<file path="config.mk">
export PLATFORM = sky130hd
export DESIGN_NAME = bit_scan_sequencer_flat
export DESIGN_NICKNAME = d
export VERILOG_FILES = /design/src/rtl/bit_scan_pkg.sv /design/src/rtl/bit_scan_sequencer_if.sv /design/src/rtl/mux7to1.sv /design/src/rtl/rate_divider.sv /design/src/rtl/bit_scan_sequencer.sv /design/src/flat_wrapper.sv
export SDC_FILE = /design/constraint.sdc
export NUM_CORES = 1
export LEC_CHECK = 0
export ABC_AREA = 1
export ABC_CLOCK_PERIOD_IN_PS = 1450
export CORE_UTILIZATION = 35
export DETAILED_ROUTE_END_ITERATION = 6
export SETUP_SLACK_MARGIN = 0.3
export SLEW_MARGIN = 20
export SYNTH_ARGS = -nofsm -noshare
export SYNTH_HDL_FRONTEND = slang
export SYNTH_SLANG_ARGS = --single-unit
export TNS_END_PERCENT = 20
</file>
<file path="constraint.sdc">
create_clock -name clk -period 1.45 [get_ports clk]
set_input_delay 0.2175 -clock clk [delete_from_list [all_inputs] [get_ports clk]]
set_output_delay 0.2175 -clock clk [all_outputs]
set_load 0.01 [all_outputs]
</file>
<file path="src/rtl/bit_scan_pkg.sv">
// Shared types and constants for the bit-scan sequencer and its helpers.
package bit_scan_pkg;
   typedef enum logic [1:0] {IDLE, RUN, DONE} state_t;

   localparam logic [2:0] LAST_INDEX = 3'd6;
   localparam int         NUM_BITS   = 7;
endpackage

</file>
<file path="src/rtl/bit_scan_sequencer_if.sv">
// Control/status bundle between the sequencer and whoever drives the scan.
interface bit_scan_sequencer_if;
   import bit_scan_pkg::*;

   logic                start;
   logic                loop;
   logic [NUM_BITS-1:0] data_in;
   logic [2:0]          mux_select;
   logic                serial_out;
   logic                bit_tick;
   logic                busy;
   logic                done;

   modport master (
      output start, loop, data_in,
      input  mux_select, serial_out, bit_tick, busy, done
   );

   modport slave (
      input  start, loop, data_in,
      output mux_select, serial_out, bit_tick, busy, done
   );
endinterface

</file>
<file path="src/rtl/mux7to1.sv">
// 7-to-1 bit multiplexer; the unused select code 7 yields 0.
module mux7to1 (
   input  logic [6:0] data,
   input  logic [2:0] sel,
   output logic       y
);
   always_comb begin
      y = 1'b0;
      case (sel)
         3'd0:    y = data[0];
         3'd1:    y = data[1];
         3'd2:    y = data[2];
         3'd3:    y = data[3];
         3'd4:    y = data[4];
         3'd5:    y = data[5];
         3'd6:    y = data[6];
         default: y = 1'b0;
      endcase
   end
endmodule

</file>
<file path="src/rtl/rate_divider.sv">
// Loadable down-counter that parks at zero; zero flag is decoded from the register.
module rate_divider #(
   parameter int CNT_W = 1
) (
   input  logic             clk,
   input  logic             resetn,
   input  logic [CNT_W-1:0] reload,
   input  logic             load,
   input  logic             enable,
   output logic             zero
);
   logic [CNT_W-1:0] count_reg;

   always_ff @(posedge clk or negedge resetn) begin
      if (!resetn) begin
         count_reg <= '0;
      end else if (load) begin
         count_reg <= reload;
      end else if (enable && (count_reg != '0)) begin
         count_reg <= count_reg - CNT_W'(1);
      end
   end

   assign zero = (count_reg == '0);
endmodule

</file>
<file path="src/rtl/bit_scan_sequencer.sv">
// Captures a 7-bit pattern on start and walks the mux select 0..6, holding each
// index CYCLES_PER_BIT cycles, optionally wrapping while loop is high.
module bit_scan_sequencer
   import bit_scan_pkg::*;
#(
   parameter int CYCLES_PER_BIT = 25000000,
   parameter int CNT_W          = $clog2(CYCLES_PER_BIT) + 1
) (
   input  logic                 clk,
   input  logic                 resetn,
   bit_scan_sequencer_if.slave  bus
);
   localparam logic [CNT_W-1:0] RELOAD = CNT_W'(CYCLES_PER_BIT - 1);

   state_t              state_reg, state_next;
   logic [NUM_BITS-1:0] pattern_reg, pattern_next;
   logic [2:0]          sel_reg, sel_next;
   logic                load;
   logic                enable;
   logic                count_zero;
   logic                mux_bit;

   always_ff @(posedge clk or negedge resetn) begin
      if (!resetn) begin
         state_reg   <= IDLE;
         pattern_reg <= '0;
         sel_reg     <= 3'd0;
      end else begin
         state_reg   <= state_next;
         pattern_reg <= pattern_next;
         sel_reg     <= sel_next;
      end
   end

   always_comb begin
      state_next   = state_reg;
      pattern_next = pattern_reg;
      sel_next     = sel_reg;
      load         = 1'b0;
      enable       = 1'b0;
      case (state_reg)
         IDLE: begin
            if (bus.start) begin
               pattern_next = bus.data_in;
               sel_next     = 3'd0;
               load         = 1'b1;
               state_next   = RUN;
            end
         end
         RUN: begin
            enable = 1'b1;
            if (count_zero) begin
               if (sel_reg != LAST_INDEX) begin
                  sel_next = sel_reg + 3'd1;
                  load     = 1'b1;
               end else if (bus.loop) begin
                  sel_next = 3'd0;
                  load     = 1'b1;
               end else begin
                  // Counter is left at zero; it is reloaded on the next start.
                  sel_next   = 3'd0;
                  state_next = DONE;
               end
            end
         end
         DONE:    state_next = IDLE;
         default: state_next = IDLE;
      endcase
   end

   rate_divider #(
      .CNT_W (CNT_W)
   ) u_rate_divider (
      .clk    (clk),
      .resetn (resetn),
      .reload (RELOAD),
      .load   (load),
      .enable (enable),
      .zero   (count_zero)
   );

   mux7to1 u_mux (
      .data (pattern_reg),
      .sel  (sel_reg),
      .y    (mux_bit)
   );

   assign bus.busy       = (state_reg == RUN);
   assign bus.done       = (state_reg == DONE);
   assign bus.bit_tick   = (state_reg == RUN) && count_zero;
   assign bus.mux_select = sel_reg;
   assign bus.serial_out = mux_bit && (state_reg == RUN);
endmodule

</file>
<file path="src/flat_wrapper.sv">
// flat-port wrapper written by rule: the top's interface ports become plain ports
module bit_scan_sequencer_flat import bit_scan_pkg::*;
#(
   parameter int CYCLES_PER_BIT = 25000000,
   parameter int CNT_W          = $clog2(CYCLES_PER_BIT) + 1
)
  (clk, resetn, bus_start, bus_loop, bus_data_in, bus_mux_select, bus_serial_out, bus_bit_tick, bus_busy, bus_done);
  bit_scan_sequencer_if bus_i ();
  input  logic clk;
  input  logic resetn;
  input wire logic [$bits(bus_i.start)-1:0] bus_start;
  input wire logic [$bits(bus_i.loop)-1:0] bus_loop;
  input wire logic [$bits(bus_i.data_in)-1:0] bus_data_in;
  output wire logic [$bits(bus_i.mux_select)-1:0] bus_mux_select;
  output wire logic [$bits(bus_i.serial_out)-1:0] bus_serial_out;
  output wire logic [$bits(bus_i.bit_tick)-1:0] bus_bit_tick;
  output wire logic [$bits(bus_i.busy)-1:0] bus_busy;
  output wire logic [$bits(bus_i.done)-1:0] bus_done;
  assign bus_i.start = bus_start;
  assign bus_i.loop = bus_loop;
  assign bus_i.data_in = bus_data_in;
  assign bus_mux_select = bus_i.mux_select;
  assign bus_serial_out = bus_i.serial_out;
  assign bus_bit_tick = bus_i.bit_tick;
  assign bus_busy = bus_i.busy;
  assign bus_done = bus_i.done;
  bit_scan_sequencer #(.CYCLES_PER_BIT(CYCLES_PER_BIT), .CNT_W(CNT_W)) u_core (.clk(clk), .resetn(resetn), .bus(bus_i));
endmodule
</file>
After elaboration in Yosys (flattened, before gate mapping)
Cells that the tools add are included.
Storage, ports and cells
  register bits after elaboration: 38
  bits of input ports: 11
  output and inout port bits: 7
  word-level logic and storage cells: 49
Cells by class
  $add $sub $neg: 2
  equal/unequal tests: 13
  mux-type cells: 18
  reductions and logical operators: 12
Operator list (count)
  2-to-1 mux 26 bit: 2
  zero test 26 bit: 1
  nonzero test 26 bit: 1
  subtractor 26 x 1 -> 26 bit (second input constant): 1
  equality test 3 bit (second input constant): 3
  2-to-1 mux 3 bit: 3
  2-to-1 mux 2 bit: 4
  case mux 1 bit (7 select lines): 1
  equality test 3 x 2 -> 1 bit (second input constant): 2
  inequality test 2 bit (second input constant): 3
  case mux 3 bit (2 select lines): 1
  2-to-1 mux 1 bit: 5
  case mux 2 bit (2 select lines): 1
  AND reduction 4 bit: 1
  nonzero test 2 bit: 2
  adder 3 x 1 -> 3 bit (second input constant): 1
  equality test 3 x 1 -> 1 bit (second input constant): 1
  logical AND 1 bit: 3
  zero test 3 bit: 1
  inequality test 3 bit (second input constant): 1
  AND reduction 3 bit: 1
  equality test 2 x 1 -> 1 bit (second input constant): 1
  equality test 2 bit (second input constant): 1
  zero test 2 bit: 1
  other kinds (3): 3

Longest topological paths before layout
  depth in word-level cells: 5
  mapped depth: 11
  gate-level depth less buffers: 10

Hierarchy
A second synthesis with hierarchy kept.
Second synthesis, totals
  cells, all modules: 430
  area total of the unflattened synthesis: 2770.2 um^2
Modules (own cells, without submodules)
  rate_divider: instances 1, cells each 332, area an instance 2079.5 um^2, sequential area each 650.6 um^2
  bit_scan_sequencer: instances 1, cells each 81, area an instance 610.6 um^2, sequential area each 300.3 um^2
  mux7to1: instances 1, cells each 17, area an instance 80.1 um^2, sequential area each 0.0 um^2

Worst setup path after synthesis
Ideal clock, no wire load.
  kind: reg-to-output
  start: register u_core.u_rate_divider.count_reg[0]
  end: output port bus_bit_tick
  data arrival time: 1.436 ns
  data required time: 1.233 ns
  path slack: -0.203 ns
  stages on the path, launching flop included: 8
  path buffers: 1
  cells stage by stage: dfrtp_1 > inv_1 > ha_1 > nand2_2 > nor3_4 > nand2_4 > buf_6 > nor2_1
Between the ends
  longest elaborated chain between the ends: 2
RTL lines
  start: declaration: line rate_divider.sv:12  | logic [CNT_W-1:0] count_reg;
  start signal: assignment: line rate_divider.sv:18  | count_reg <= reload;
  start signal: assignment: line rate_divider.sv:20  | count_reg <= count_reg - CNT_W'(1);
  zero test 26 bit: line rate_divider.sv:24  | assign zero = (count_reg == '0);
  logical AND 1 bit: line bit_scan_sequencer.sv:90  | assign bus.bit_tick = (state_reg == RUN) && count_zero;
  end: declaration: line flat_wrapper.sv:16  | output wire logic [$bits(bus_i.bit_tick)-1:0] bus_bit_tick;
No other way between the ends.

Worst setup path after layout
  start: register u_core.u_rate_divider.count_reg[9]
  end: output port bus_bit_tick
Same word-level chain as after synthesis.

==> impl_metrics.py <==
metrics = {
    "layout": {
        "antenna_cells": 0,
        "drive_above_1_share_pct": 43.9,
        "final_core_util_pct": 58.2,
        "area_growth_syn_to_layout_pct": 56.9,
        "layout.nets": 463,
        "largest_register_ffs": 26,
    },
    "routing": {
        "viasPerCell": 5.03,
        "vias": 2658,
        "post_drt_wl_per_cell_um": 14.1,
        "dr.pass1.iters": 4,
        "drtAntennaViolNets": 0,
        "drtIter0Drc": 166,
        "drc": 0,
        "wirelength_um": 7440,
    },
    "synth": {
        "syn_inst": 339,
        "yosys.area.top_type_share_pct": 39.5,
        "synth.area.top_cells": "dfrtp_1 39%, nand2_1 16%, nand3_1 8.9%",
        "synth.most_common_cell": "nand2_1",
        "yosysWarnings": 0,
        "synth_top_area_cell": "dfrtp_1",
        "ys_types": 29,
        "ys_seq_area_share_pct": 39.5,
        "ys_async_sr_fraction_pct": 100,
        "ys_ff_latch": 38,
        "synth_common_cells": "102 x nand2_1, 55 x nor2_1, 43 x nand3_1, 38 x dfrtp_1, 34 x inv_1",
        "ys.flop_type": "dfrtp_1",
        "synth_enable_flop_cells": 0,
        "netlist_area_um2": 2410,
        "syn_nets": 352,
        "syn_avg_cell_area_um2": 7.10,
    },
    "critical_path": {
        "worstPathMaxFanout": 2,
        "worstPathRequired_ps": 1230,
        "rrSetupSlack_ps": -210,
        "cp-startpoint": "u_core.u_rate_divider.count_reg[9]",
        "crit_type": "reg2out",
        "cp-start-kind": "register",
        "critPathCaptureType": "primary output",
        "crit_arrival_ps": 1480,
        "r2r-start": "u_core.u_rate_divider.count_reg[10]",
    },
    "global_routing": {
        "grt_util_all_layers_pct": 22.1,
        "grt.overflow.total": 0,
        "grt_pass1_wl_um": 12300,
        "antenna_found_initial": 0,
        "grt_max_degree": 25,
        "grt_pass1_vias": 2560,
    },
    "floorplan": {
        "die_x_um": 85.0,
        "fp.dieH_um": 85.0,
        "rows": 29,
        "die-area_um2": 7220,
        "design.core.area_um2": 6490,
        "initial_utilization_pct": 37.1,
        "num_io_pins": 18,
    },
    "clock_network": {
        "htreeDepth": 2,
        "worstSkewPairLatency_ps": 300,
        "tritoncts": "built",
        "cts.path.max_buffers": 2,
        "cts_root_buf": "clkbuf_8",
        "clock-sinks": 38,
        "cts_buffers": 5,
        "clk_pin_slew_ps": 80,
    },
    "outcome": {
        "violations": "setup timing",
        "status": "finished, violations left",
    },
    "sta": {
        "finalHoldViolations": 0,
        "worstMarginPinSlew_ps": 411,
        "finalSetupTns_ps": -5440,
        "rsz0062_at_grt": "yes",
        "clock.fmax_mhz": 587,
        "fin_crit_sh_pct": 117,
        "setup_viol": 32,
        "finalMaxSlewViolations": 0,
        "setup_ws_ps": -252,
        "post-route-min-period_ps": 1700,
        "whs_ps": 378,
        "skew_ps": 10.9,
        "slew_headroom_pct": 72.6,
    },
    "pwr": {
        "total_power_mw": 3.57,
        "p_leak_nw": 1.84,
        "ir_worst_vdd_v": 0.000717,
        "power.density_nw_per_um2": 945,
    },
    "placement": {
        "io_buffers": 17,
        "dpl.hpwl_um": 4950,
        "gp_congestion": 0.839,
    },
    "worst_hold_path": {
        "min_path_type": "in2async",
    },
    "flow_run": {
        "maxCapViolations": 0,
    },
}
## area by class of cell
| cell class | count | area (um^2) |
|---|---|---|
| clock buffers | 7 | 86.3 |
| well taps | 77 | 96.3 |
| flip-flops and latches | 38 | 953 |
| fillers | 578 | 2720 |
| inverters | 37 | 146 |
| repair buffers | 105 | 913 |
| clock inverters | 1 | 5.00 |
| multi-input cells | 263 | 1580 |
## stage by stage
step           worst slack (ps)  std cells  instance area, um^2
4_1_cts                    -293        525                 3610
3_5_place_dp               -364        500                 3220
6_report                   -252        528                 3780
5_1_grt                    -329        528                 3780
3_3_place_gp               -371        500                 3220
2_1_floorplan             -62.4        339                 2450
## report_power, final
part / switching [mW] / internal [mW]
Clock: 0.390 / 0.384
Combinational: 0.713 / 0.748
Sequential: 0.114 / 1.22
## timing repair
item,in CTS,in global routing
gates cloned,5,0
resized for setup,76,46
setup buffers,11,3
hold buffers,1,0
pin swaps,25,30
endpoints found under the setup margin,45,45
hold endpoints to repair,14,0
## metal layers
layer / global-route usage [%] / part of all wire (%)
met5: 0 / 0
met4: 12.2 / 3.4
met3: 4.18 / 4.3
met2: 36.5 / 49
met1: 27.1 / 44
## worst max-delay path: stages (launching register included)
cell and delay (ps):
dfrtp_1 380, nor2_2 140, nand3_2 110, nor3_4 280
nand2_4 90, nor2_4 90, buf_6 100
## placed cells by master (no fill, tap or decap), drive strengths merged
cell type / netlist / final
nand3b: 6 / 6
buf: 6 / 95
dlygate4sd3: 0 / 1
clkbuf: 0 / 7
dfrtp: 38 / 38
nor4: 1 / 1
nand2: 109 / 109
clkdlybuf4s50: 0 / 9
a21oi: 5 / 7
clkinv: 0 / 1
nand4: 8 / 8
ha: 2 / 2
nor2: 64 / 67
inv: 37 / 37
a31oi: 1 / 1
o21ai: 4 / 4
and3: 1 / 1
o211ai: 1 / 1
xor2: 2 / 2
and2: 1 / 1
nor3: 5 / 5
xnor2: 4 / 4
nand3: 44 / 44
## worst paths after layout
path | to | depth (start not counted)
worst max-delay path | bus_bit_tick | 6
worst min-delay path | u_core.u_rate_divider.count_reg[16] | 2
worst max register to register | u_core.u_rate_divider.count_reg[7] | 10
worst min register to register | u_core.pattern_reg[1] | 2
max in group asynchronous | u_core.bus.mux_select[0] | 3
min in group clk | u_core.pattern_reg[6] | 3
## cells by family after synthesis
group	Yosys count	synth area share, %
fa+ha+maj	2	1.04
compound gates	11	3.38
simple gates	239	45.5
buf+inv	43	8.42
xor+xnor	6	2.18
flops	38	39.5
Power figures use the tool's default switching activity.
